### src/rtl/cla8_mw_add_ctrl_pkg.sv
// Shared types for the multi-word CLA add/sub sequencer: FSM states, slice width, overflow helper.
package cla8_mw_pkg;

  typedef enum logic [1:0] {
    IDLE = 2'd0,
    RUN  = 2'd1,
    DONE = 2'd2
  } state_t;

  localparam int SLICE_W = 8;

  // Two's-complement overflow: operands agree in sign but the result does not.
  function automatic logic calc_ovf(input logic a_msb, input logic b_msb, input logic s_msb);
    return (a_msb == b_msb) && (s_msb != a_msb);
  endfunction

endpackage

### src/rtl/cla8_mw_add_ctrl_if.sv
// Operand request, CLA slice and result handshake bundle; slave = the sequencer, master = its environment.
interface cla8_mw_add_ctrl_if
  import cla8_mw_pkg::*;
#(
  parameter int WORDS = 4
);
  localparam int W = SLICE_W * WORDS;

  logic               in_valid;
  logic               in_ready;
  logic [W-1:0]       a;
  logic [W-1:0]       b;
  logic               cin;
  logic               op_sub;
  logic [SLICE_W-1:0] slice_a;
  logic [SLICE_W-1:0] slice_b;
  logic               slice_cin;
  logic [SLICE_W-1:0] slice_sum;
  logic               slice_cout;
  logic               out_valid;
  logic               out_ready;
  logic [W-1:0]       sum;
  logic               cout;
  logic               ovf;

  modport slave (
    input  in_valid, a, b, cin, op_sub, slice_sum, slice_cout, out_ready,
    output in_ready, slice_a, slice_b, slice_cin, out_valid, sum, cout, ovf
  );

  modport master (
    output in_valid, a, b, cin, op_sub, slice_sum, slice_cout, out_ready,
    input  in_ready, slice_a, slice_b, slice_cin, out_valid, sum, cout, ovf
  );

endinterface

### src/rtl/cla8_mw_add_ctrl_slice_mux.sv
// Combinational byte selector feeding the external CLA slice; forces zero when not running.
module cla8_mw_slice_mux
  import cla8_mw_pkg::*;
#(
  parameter int WORDS = 4,
  parameter int IDX_W = 2
) (
  input  logic                       i_en,
  input  logic [SLICE_W*WORDS-1:0]   i_a,
  input  logic [SLICE_W*WORDS-1:0]   i_b,
  input  logic [IDX_W-1:0]           i_idx,
  output logic [SLICE_W-1:0]         o_a,
  output logic [SLICE_W-1:0]         o_b
);

  always_comb begin
    o_a = '0;
    o_b = '0;
    if (i_en) begin
      o_a = i_a[SLICE_W*i_idx +: SLICE_W];
      o_b = i_b[SLICE_W*i_idx +: SLICE_W];
    end
  end

endmodule

### src/rtl/cla8_mw_add_ctrl.sv
// WORDS*8-bit add/sub by time-sharing one 8-bit CLA slice; result valid WORDS edges after accept, held until out_ready.
// Optional CLA8_MW_OP_COUNT_EN adds a saturating op_count of completed result handshakes.
module cla8_mw_add_ctrl
  import cla8_mw_pkg::*;
#(
  parameter int WORDS = 4
) (
  input  logic                 clk,
  input  logic                 rst_n,
  cla8_mw_add_ctrl_if.slave    bus
`ifdef CLA8_MW_OP_COUNT_EN
  ,
  output logic [15:0]          op_count
`endif
);

  localparam int W     = SLICE_W * WORDS;
  localparam int IDX_W = (WORDS > 1) ? $clog2(WORDS) : 1;
  localparam logic [IDX_W-1:0] LAST_IDX = IDX_W'(WORDS - 1);

  state_t             r_state;
  state_t             w_next;
  logic [W-1:0]       r_a;
  logic [W-1:0]       r_b_eff;
  logic [W-1:0]       r_sum;
  logic               r_carry;
  logic               r_cout;
  logic               r_ovf;
  logic [IDX_W-1:0]   r_idx;
  logic               w_accept;
  logic               w_run;
  logic               w_last;

  assign w_accept = (r_state == IDLE) && bus.in_valid;
  assign w_last   = (r_idx == LAST_IDX);

  always_ff @(posedge clk or negedge rst_n) begin
    if (!rst_n) r_state <= IDLE;
    else        r_state <= w_next;
  end

  always_comb begin
    w_next        = r_state;
    bus.in_ready  = 1'b0;
    bus.out_valid = 1'b0;
    w_run         = 1'b0;
    case (r_state)
      IDLE: begin
        bus.in_ready = 1'b1;
        if (bus.in_valid) w_next = RUN;
      end
      RUN: begin
        w_run = 1'b1;
        if (w_last) w_next = DONE;
      end
      DONE: begin
        bus.out_valid = 1'b1;
        if (bus.out_ready) w_next = IDLE;
      end
      default: w_next = IDLE;
    endcase
  end

  // Subtract is A + ~B + 1, so the inversion and forced carry happen once at accept.
  always_ff @(posedge clk or negedge rst_n) begin
    if (!rst_n) begin
      r_a     <= '0;
      r_b_eff <= '0;
      r_sum   <= '0;
      r_carry <= 1'b0;
      r_cout  <= 1'b0;
      r_ovf   <= 1'b0;
      r_idx   <= '0;
    end else if (w_accept) begin
      r_a     <= bus.a;
      r_b_eff <= bus.op_sub ? ~bus.b : bus.b;
      r_carry <= bus.op_sub | bus.cin;
      r_sum   <= '0;
      r_idx   <= '0;
    end else if (w_run) begin
      r_sum[SLICE_W*r_idx +: SLICE_W] <= bus.slice_sum;
      r_carry <= bus.slice_cout;
      if (w_last) begin
        r_cout <= bus.slice_cout;
        r_ovf  <= calc_ovf(r_a[W-1], r_b_eff[W-1], bus.slice_sum[SLICE_W-1]);
        r_idx  <= '0;
      end else begin
        r_idx  <= r_idx + 1'b1;
      end
    end
  end

  cla8_mw_slice_mux #(
    .WORDS (WORDS),
    .IDX_W (IDX_W)
  ) u_slice_mux (
    .i_en  (w_run),
    .i_a   (r_a),
    .i_b   (r_b_eff),
    .i_idx (r_idx),
    .o_a   (bus.slice_a),
    .o_b   (bus.slice_b)
  );

  assign bus.slice_cin = w_run & r_carry;
  assign bus.sum       = r_sum;
  assign bus.cout      = r_cout;
  assign bus.ovf       = r_ovf;

`ifdef CLA8_MW_OP_COUNT_EN
  logic [15:0] r_op_count;

  always_ff @(posedge clk or negedge rst_n) begin
    if (!rst_n) begin
      r_op_count <= '0;
    end else if ((r_state == DONE) && bus.out_ready && (r_op_count != 16'hFFFF)) begin
      r_op_count <= r_op_count + 16'd1;
    end
  end

  assign op_count = r_op_count;
`endif

endmodule

### src/flat_wrapper.sv
// flat-port wrapper written by rule: the top's interface ports become plain ports
module cla8_mw_add_ctrl_flat import cla8_mw_pkg::*;
#(
  parameter int WORDS = 4
)
  (clk, rst_n, bus_in_valid, bus_a, bus_b, bus_cin, bus_op_sub, bus_slice_sum, bus_slice_cout, bus_out_ready, bus_in_ready, bus_slice_a, bus_slice_b, bus_slice_cin, bus_out_valid, bus_sum, bus_cout, bus_ovf);
  cla8_mw_add_ctrl_if #(.WORDS(WORDS)) bus_i ();
  input  logic clk;
  input  logic rst_n;
  input wire logic [$bits(bus_i.in_valid)-1:0] bus_in_valid;
  input wire logic [$bits(bus_i.a)-1:0] bus_a;
  input wire logic [$bits(bus_i.b)-1:0] bus_b;
  input wire logic [$bits(bus_i.cin)-1:0] bus_cin;
  input wire logic [$bits(bus_i.op_sub)-1:0] bus_op_sub;
  input wire logic [$bits(bus_i.slice_sum)-1:0] bus_slice_sum;
  input wire logic [$bits(bus_i.slice_cout)-1:0] bus_slice_cout;
  input wire logic [$bits(bus_i.out_ready)-1:0] bus_out_ready;
  output wire logic [$bits(bus_i.in_ready)-1:0] bus_in_ready;
  output wire logic [$bits(bus_i.slice_a)-1:0] bus_slice_a;
  output wire logic [$bits(bus_i.slice_b)-1:0] bus_slice_b;
  output wire logic [$bits(bus_i.slice_cin)-1:0] bus_slice_cin;
  output wire logic [$bits(bus_i.out_valid)-1:0] bus_out_valid;
  output wire logic [$bits(bus_i.sum)-1:0] bus_sum;
  output wire logic [$bits(bus_i.cout)-1:0] bus_cout;
  output wire logic [$bits(bus_i.ovf)-1:0] bus_ovf;
  assign bus_i.in_valid = bus_in_valid;
  assign bus_i.a = bus_a;
  assign bus_i.b = bus_b;
  assign bus_i.cin = bus_cin;
  assign bus_i.op_sub = bus_op_sub;
  assign bus_i.slice_sum = bus_slice_sum;
  assign bus_i.slice_cout = bus_slice_cout;
  assign bus_i.out_ready = bus_out_ready;
  assign bus_in_ready = bus_i.in_ready;
  assign bus_slice_a = bus_i.slice_a;
  assign bus_slice_b = bus_i.slice_b;
  assign bus_slice_cin = bus_i.slice_cin;
  assign bus_out_valid = bus_i.out_valid;
  assign bus_sum = bus_i.sum;
  assign bus_cout = bus_i.cout;
  assign bus_ovf = bus_i.ovf;
  cla8_mw_add_ctrl #(.WORDS(WORDS)) u_core (.clk(clk), .rst_n(rst_n), .bus(bus_i));
endmodule
### config.mk
export PLATFORM = sky130hd
export DESIGN_NAME = cla8_mw_add_ctrl_flat
export DESIGN_NICKNAME = d
export VERILOG_FILES = /design/src/rtl/cla8_mw_add_ctrl_pkg.sv /design/src/rtl/cla8_mw_add_ctrl_if.sv /design/src/rtl/cla8_mw_add_ctrl_slice_mux.sv /design/src/rtl/cla8_mw_add_ctrl.sv /design/src/flat_wrapper.sv
export SDC_FILE = /design/constraint.sdc
export NUM_CORES = 1
export LEC_CHECK = 0
export CELL_PAD_IN_SITES_DETAIL_PLACEMENT = 0
export CELL_PAD_IN_SITES_GLOBAL_PLACEMENT = 2
export CORE_ASPECT_RATIO = 0.75
export CORE_MARGIN = 8
export CORE_UTILIZATION = 40
export CTS_CLUSTER_DIAMETER = 100
export CTS_CLUSTER_SIZE = 8
export DETAILED_ROUTE_END_ITERATION = 6
export DONT_BUFFER_PORTS = 1
export HOLD_SLACK_MARGIN = 0.1
export PLACE_DENSITY_LB_ADDON = 0.1
export SLEW_MARGIN = 20
export SYNTH_ARGS = -nofsm -noshare
export SYNTH_HDL_FRONTEND = slang
export SYNTH_HIERARCHICAL = 1
export SYNTH_SLANG_ARGS = --single-unit
### constraint.sdc
create_clock -name clk -period 2.85 [get_ports clk]
set_clock_uncertainty 0.1 [all_clocks]
set_input_delay 0.1425 -clock clk [delete_from_list [all_inputs] [get_ports clk]]
set_output_delay 0.1425 -clock clk [all_outputs]
set_load 0.05 [all_outputs]
### Word level (Yosys, flattened, before mapping)

Cells that the tools add are included.

| word-level totals | value |
|---|---|
| flip-flop bits (word level) | 103 |
| bits in latches | 0 |
| bits in writable memories | 0 |
| memory bits (read-only) | 0 |
| output and inout bits | 53 |
| logic and storage cells | 50 |
| memories | 0 |

| cells by class | value |
|---|---|
| $add $sub $neg | 2 |
| multipliers | 0 |
| divide/modulo/power cells | 0 |
| magnitude comparators | 0 |
| equality and inequality tests | 8 |
| shift-type cells | 4 |
| muxes and demuxes | 18 |
| bitwise logic cells | 4 |
| reduce and logical (&&, ||, !) cells | 6 |

Operator list:

| cell | number |
|---|---|
| $mux W32 | 3 |
| $shiftx A32 B6 Y8 | 2 |
| $neg A5 Y34 | 1 |
| $shift A8 B34 Y32 const A | 1 |
| $shiftx A8 B34 Y32 | 1 |
| $bwmux W32 | 1 |
| $not A32 Y32 | 1 |
| $mux W8 | 2 |
| $mux W2 | 6 |
| $pmux W2 S3 | 1 |
| $reduce_and A3 Y1 | 2 |
| $mux W1 | 5 |
| $eq A2 B2 Y1 const B | 2 |
| $ne A2 B2 Y1 const B | 2 |
| $add A2 B1 Y2 const B | 1 |
| $eq A2 B1 Y1 const B | 1 |
| $logic_and A1 B1 Y1 | 2 |
| $logic_not A2 Y1 | 1 |
| $ne A2 B1 Y1 const B | 1 |
| $reduce_bool A2 Y1 | 1 |
| $and A1 B1 Y1 | 1 |
| $eq A1 B1 Y1 | 1 |
| $ne A1 B1 Y1 | 1 |
| $not A1 Y1 | 1 |
| $or A1 B1 Y1 | 1 |

### Logic depth before layout (Yosys ltp)

Gate-level depths: netlist (run 1).

| depth | value |
|---|---|
| word-level depth | 5 |
| gate-level depth with buffers | 7 |
| depth with buffers taken out | 5 |

### Hierarchy

Netlist (run 1), hierarchy kept.

Modules (own cells, without submodules):

| module | times used | cells an instance | area an instance (um^2) | sequential area each (um^2) |
|---|---|---|---|---|
| cla8_mw_add_ctrl | 1 | 395 | 4280.4 | 2577.5 |
| cla8_mw_slice_mux | 1 | 57 | 524.3 | 0.0 |

### Least setup slack after synthesis (run 1)

No wires, ideal clock.

| timing path | value |
|---|---|
| kind | flip-flop to output port |
| from | register u_core.r_state[1] |
| to | output port bus_slice_a[0] |
| data arrival time | 1949 ps |
| required time | 2608 ps |
| slack | 659 ps |
| stages on the path, launching flop included | 7 |
| buffers on the path | 2 |
| cell sequence | dfrtp_1 -> buf_2 -> nand2b_4 -> inv_1 -> nand2_1 -> buf_2 -> o22ai_1 |

| on the way | value |
|---|---|
| longest elaborated chain between the ends | 3 |

Ends and longest elaborated chain:

| item | RTL line | source |
|---|---|---|
| from (decl) | cla8_mw_add_ctrl.sv:21 | `state_t r_state;` |
| from (signal assigned) | cla8_mw_add_ctrl.sv:39 | `else r_state <= w_next;` |
| $eq A2 B1 Y1 | cla8_mw_add_ctrl.sv:47 | `case (r_state)` |
| $mux W1 | cla8_mw_add_ctrl.sv:47 |  |
| $mux W8 | cla8_mw_add_ctrl_slice_mux.sv:19 | `if (i_en) begin` |
| to (decl) | flat_wrapper.sv:19 | `output wire logic [$bits(bus_i.slice_a)-1:0] bus_slice_a;` |

No other way between the ends.

### Final worst setup path (run 1)

| timing path | value |
|---|---|
| from | register u_core.r_state[1] |
| to | output port bus_slice_a[2] |

The elaborated chain is that of the path after synthesis.

==> results.tsv, run 1 <==
stage	metric	value	unit
placed_design	Placer Congestion	0.740	
cts	clk buf depth	2	
floorplan	Chip Height	111	microns
layout	most common cell after layout, fill and taps aside	nand2_1	
layout	area grow syn2layout	31.8	%
cts	Post-CTS Setup Bufs	0	
floorplan	die width	143	microns
cts	Clock transition at path regs	70	ps
logic_synthesis	mapped cell area	0.00480	sq mm
routing	via count	3591	
logic_synthesis	#FFs+latches synth	103	
floorplan	initial core utilization	0.412	
logic_synthesis	EDFF count, synth	0	
timing	Final setup viols	0	
timing	relative slew slack	0.384	
global_route	first-pass GRT wire length	20.2	mm
cts	Clock Tree Root	clkbuf_16	
global_route	number of global-route vias before repair	3768	
timing	final worst path period share	0.937	
logic_synthesis	sequential-to-total area share from yosys stat	0.536	
cts	Hold-fix buffers, CTS	109	
worst_setup_path	Req. time, crit path	2610	ps
cts	TritonCTS clock tree	built	
worst_setup_path	CP arrival	2430	ps
power_and_ir_drop	pwr dens	1140	mW/mm^2
routing	DR pass1 iterations	4	
logic_synthesis	YS warnings	6	
timing	f_max	0.374	GHz
layout	# fillers	1076	
worst_hold_path	Hold Crit Class	in2reg	
layout	fin util	0.543	
worst_setup_path	Crit. End Element	output port	
cts	number of buffers created by CTS	9	
floorplan	core area	0.0117	sq mm
logic_synthesis	syn nets	537	
global_route	initial antenna violation count	0	
placed_design	hpwl dp	8.16	mm
logic_synthesis	share of synthesized flip-flops with an asynchronous set or reset	1.00	
timing	Worst-Margin Slew	920	ps
routing	Avg Vias per Cell	4.93	
logic_synthesis	cell count after synthesis	452	
cts	H-tree depth	3	
cts	clk_lat worst skew	340	ps
layout	most frequent cells in the layout	nand2_1 (136), dlygate4sd3_1 (108), dfrtp_1 (102)	
routing	drt wl/cell	17.0	microns
timing	final slew viol count	0	
floorplan	Site Rows	34	
floorplan	I/O pin total	132	
outcome	run status	finished clean	
logic_synthesis	Top FF cell, synth	dfrtp_1	
placed_design	port buffer count	0	
worst_setup_path	Critical Path Start Type	register	
worst_setup_path	CP max FO	16	
routing	Initial DRC Count	148	
logic_synthesis	Synth Area per Inst	10.6	sq um
timing	RSZ-0062 raised after global routing	no	
layout	non-filler cells, final	728	
routing	remaining antenna violation count after routing	0	
worst_setup_path	kind of critical path	reg2out	
layout	nets@finish	646	
routing	Total Routed Length	12.4	mm
cts	clock sink count	103	
global_route	Tot GR Track Use	0.161	
logic_synthesis	synth unique cells	29	
layout	ratio of cells with drive above 1 in the final layout	0.0777	
placed_design	Inst Count DP	603	
routing	drt drc	0	
power_and_ir_drop	Peak VDD IR	0.494	mV
timing	Tmin final	2670	ps
layout	ant diodes	0	
global_route	final global-route overflow total	0	
timing	Hold Violations, Final	0	
global_route	largest net degree at the start of global routing	104	
floorplan	die area	0.0158	sq mm
power_and_ir_drop	cell leakage power	2.94	nW
cts	post-CTS resize count	0	
timing	Setup TNS Final	0	ps
job	max cap viols	0	
[worst paths after layout]
kind,from,cells after the start,end,slack [ps]
worst min register to register,u_core/r_a[10],2,u_core/r_a[10],370
min in group asynchronous,rst_n,2,u_core/r_b_eff[13],300
worst max register to register,u_core/r_state[0],4,u_core/r_carry,560
worst min-delay path,bus_in_valid,4,u_core/r_a[15],270
worst max-delay path,u_core/r_state[1],5,bus_slice_a[2],180
max in group asynchronous,rst_n,2,u_core/r_idx[1],1930
[state kept, by name (all words and copies together) (netlist names)]
register	cells
u_core/bus.cout	1
u_core/bus.ovf	1
u_core/bus.sum	32
u_core/r_a	32
u_core/r_b_eff	32
u_core/r_carry	1
u_core/r_idx	2
u_core/r_state	2
[through the flow]
| step | setup slack, ps | hold WS [ps] | total power [W] | area [sq um] |
|---|---|---|---|---|
| after floorplan | 659 | -253 | 0.00522 | 4800 |
| after global placement | 615 | -250 | 0.00578 | 4920 |
| after detailed placement | 590 | -250 | 0.00580 | 4920 |
| after CTS | 199 | 264 | 0.00729 | 6330 |
| after global routing | 22.3 | 278 | 0.00771 | 6330 |
| final | 179 | 270 | 0.00722 | 6330 |
[per-layer routing]
layer | routed length (microns) | part of all wire | vias up | track usage
li1 | - | - | 1754 | -
met1 | 5800 | 0.47 | 1734 | 0.217
met2 | 5800 | 0.47 | 90 | 0.248
met3 | 640 | 0.052 | 13 | 0.0473
met4 | 132 | 0.011 | 0 | 0.0388
met5 | 0 | 0 | - | 0
[report_power, final]
part	internal, W	switching (W)	leakage, nW
combinational	0.00112	0.00184	1.47
clock	0.000692	0.000570	0.148
sequential	0.00206	0.000946	1.32
[kinds of logic (layout without fill, tap and decap cells)]
family	Yosys count	in the layout	share of synthesized area
and+or+nand+nor	153	153	0.136
buffers and inverters	34	148	0.0555
AOI/OAI and AO/OA	90	90	0.127
xor gates and xnor gates	32	32	0.0583
adders and majority gates	6	6	0.0156
muxes	34	34	0.0714
DFF	103	103	0.536
[cells in the mapped netlist, drive strengths merged (2+ instances only)]
master  number  area share
dfrtp      103        0.54
inv          4      0.0031
buf         29       0.052
mux2i       32       0.067
xnor2       32       0.058
o31ai        2      0.0031
mux2         2      0.0047
nand2b       5      0.0081
and4         2      0.0036
o21ai       35       0.036
nand3        3      0.0031
nand2      136        0.11
ha           6       0.016
nor3b        2      0.0042
a22o        32       0.058
o22ai       17       0.022
a21o         3      0.0047
[layout make-up]
| class | instances | area [sq um] | share of cell area |
|---|---|---|---|
| clock inverters | 7 | 80.1 | 0.0126 |
| inverters | 4 | 15.0 | 0.00237 |
| clock buffers | 9 | 225 | 0.0356 |
| repair buffers | 128 | 1260 | 0.199 |
| flip-flops and latches | 103 | 2580 | 0.407 |
| well taps | 162 | 203 | 0.0320 |
| multi-input cells | 315 | 1970 | 0.311 |
[critical path: stages (launching register included)]
cell and delay, ps:
dfrtp_1 500, nand2b_4 230, inv_1 210, nand2b_1 510
o22ai_1 370, buf_4 250
Note: power is estimated with default switching activity, not from simulation.
==> run 2: changes to the inputs <==
--- a/config.mk
+++ b/config.mk
@@ -9,9 +9,9 @@
 export CELL_PAD_IN_SITES_GLOBAL_PLACEMENT = 2
 export CORE_ASPECT_RATIO = 0.75
 export CORE_MARGIN = 8
-export CORE_UTILIZATION = 40
+export CORE_UTILIZATION = 35
 export CTS_CLUSTER_DIAMETER = 100
-export CTS_CLUSTER_SIZE = 8
+export CTS_CLUSTER_SIZE = 16
 export DETAILED_ROUTE_END_ITERATION = 6
 export DONT_BUFFER_PORTS = 1
 export HOLD_SLACK_MARGIN = 0.1
==> constraint.sdc (replaced) <==
create_clock -name clk -period 2.2 [get_ports clk]
set_clock_uncertainty 0.1 [all_clocks]
set_input_delay 0.11 -clock clk [delete_from_list [all_inputs] [get_ports clk]]
set_output_delay 0.11 -clock clk [all_outputs]
set_load 0.05 [all_outputs]
==> run 2 against run 1 <==
Effect of this change:
- the run now ends with hold timing left
- sequential power grew 27%
- routed wire length increased by 6.7%
- final area rose by 1.3%
- combinational power grew 40%
- clock-buffer cell count unchanged
- hold slack lost 910 ps
- register-to-register slack worse by 500 ps
- global-route usage fell by 0.64 points
- setup slack worse by 120 ps
==> results.tsv, run 2 (synthesis results as in run 1) <==
stage	metric	value	unit
worst_setup_path	kind of critical path	reg2reg	
worst_setup_path	Critical Path Start Type	register	
cts	Clock transition at path regs	80	ps
placed_design	Post-DP Area	0.00503	sq mm
layout	nets@finish	651	
timing	Hold Violations, Final	103	
layout	ratio of cells with drive above 1 in the final layout	0.0946	
worst_setup_path	slowest stage delay, CP	570	ps
power_and_ir_drop	Peak VDD IR	0.634	mV
timing	Setup TNS Final	0	ps
routing	via count	3590	
timing	relative slew slack	0.624	
timing	final slew viol count	0	
floorplan	die width	151	microns
floorplan	Chip Height	117	microns
cts	TritonCTS clock tree	built	
worst_setup_path	CP max FO	29	
placed_design	Placer Congestion	0.713	
job	max cap viols	0	
floorplan	die area	0.0178	sq mm
global_route	Tot GR Track Use	0.155	
timing	final hold slack	-643	ps
routing	remaining antenna violation count after routing	0	
routing	Initial DRC Count	148	
cts	clk buf depth	2	
worst_hold_path	Hold Crit Class	in2async	
layout	ant diodes	0	
routing	DR pass1 iterations	4	
floorplan	Site Rows	37	
worst_setup_path	Req. time, crit path	2330	ps
timing	f_max	0.467	GHz
worst_setup_path	Crit. End Element	register	
floorplan	I/O pin total	132	
layout	most common cell after layout, fill and taps aside	nand2_1	
power_and_ir_drop	pwr dens	1480	mW/mm^2
layout	area grow syn2layout	33.5	%
cts	clk_lat worst skew	340	ps
worst_setup_path	most used cell, CP	nand3_1	
worst_setup_path	crit-path cells	buf_4 -> or3b_4 -> nand3_1 -> nand3_1 -> dlygate4sd3_1	
timing	Final setup viols	0	
timing	RSZ-0062 raised after global routing	no	
cts	number of buffers created by CTS	9	
cts	H-tree depth	3	
placed_design	Place WS	344	ps
power_and_ir_drop	cell leakage power	2.96	nW
outcome	run status	finished, violations left	
global_route	first-pass GRT wire length	21.6	mm
timing	Worst-Margin Slew	561	ps
outcome	failing checks	hold timing	
cts	Clock Tree Root	clkbuf_16	
timing	final worst path period share	0.973	
timing	Tmin final	2140	ps
global_route	GRT busiest layer	met2	
worst_setup_path	CP arrival	2270	ps
placed_design	hpwl dp	8.64	mm
worst_setup_path	Top delay family on crit path	buffers and inverters	
worst_setup_path	slowest cell on the critical path	dlygate4sd3_1	
layout	Design Area, Final	0.00642	sq mm
global_route	largest net degree at the start of global routing	104	
global_route	GR Util met2	0.243	
global_route	M3 GR Usage	0.0469	
cts	clock sink count	103	
global_route	number of global-route vias before repair	3938	
cts	Post-CTS Setup Bufs	0	
floorplan	core area	0.0136	sq mm
routing	Total Routed Length	13.2	mm
timing	final setup margin	60.0	ps
cts	Hold-fix buffers, CTS	107	
routing	Avg Vias per Cell	4.81	
floorplan	initial core utilization	0.354	
layout	most frequent cells in the layout	nand2_1 (135), dlygate4sd3_1 (107), dfrtp_1 (101)	
routing	drt drc	0	
worst_setup_path	Worst Path Buf+Inv	2	
global_route	final global-route overflow total	0	
placed_design	port buffer count	0	
routing	drt wl/cell	17.7	microns
global_route	met1 GRT Util	0.202	
global_route	initial antenna violation count	0	
-- run 2: through the flow --
stage          utilization  cells  total power, W
3_3_place_gp         0.371    623         0.00772
3_5_place_dp         0.371    623         0.00776
6_report             0.473    746         0.00952
5_1_grt              0.473    746          0.0102
4_1_cts              0.472    746         0.00960
2_1_floorplan            -    452         0.00676
-- run 2: per-layer routing --
layer  up-vias  wire (microns)
li1       1761               -
met1      1739            6070
met2        77            6170
met3        13             779
met4         0             187
met5         -               0
-- run 2: worst register-to-register path: stages (launching register included) --
cell and delay (ps):
dfrtp_2 450, buf_4 170, or3b_4 520, nand3_1 140, nand3_1 80, dlygate4sd3_1 570
-- run 2: path summary, 6_finish.rpt --
kind | slack, ps | start | to | depth (start not counted)
max | 60 | u_core/r_state[0] | u_core/r_carry | 5
min | -640 | rst_n | u_core/r_b_eff[9] | 0
max reg2reg | 60 | u_core/r_state[0] | u_core/r_carry | 5
min reg2reg | 370 | u_core/r_a[8] | u_core/r_a[8] | 2
max in group asynchronous | 2510 | rst_n | u_core/r_a[25] | 0
min in group clk | 130 | bus_slice_sum[7] | u_core/bus.ovf | 3
-- run 2: where the power goes --
part	leakage [nW]	internal [W]	switching, W
sequential	1.32	0.00267	0.00113
combinational	1.50	0.00162	0.00253
clock	0.144	0.000806	0.000775
total	2.96	0.00509	0.00443
-- run 2: what timing repair did --
item                                    4_1_cts  5_1_grt
resized for setup                             0        5
endpoints found under the setup margin        0       12
hold endpoints to repair                    203      103
-- run 2: area by class of cell --
type / count / area, sq um
inverters: 4 / 18.8
flip-flops and latches: 103 / 2580
multi-input cells: 315 / 1980
fillers: 1285 / 7150
repair buffers: 133 / 1320
clock inverters: 7 / 77.6
clock buffers: 9 / 225
well taps: 175 / 219
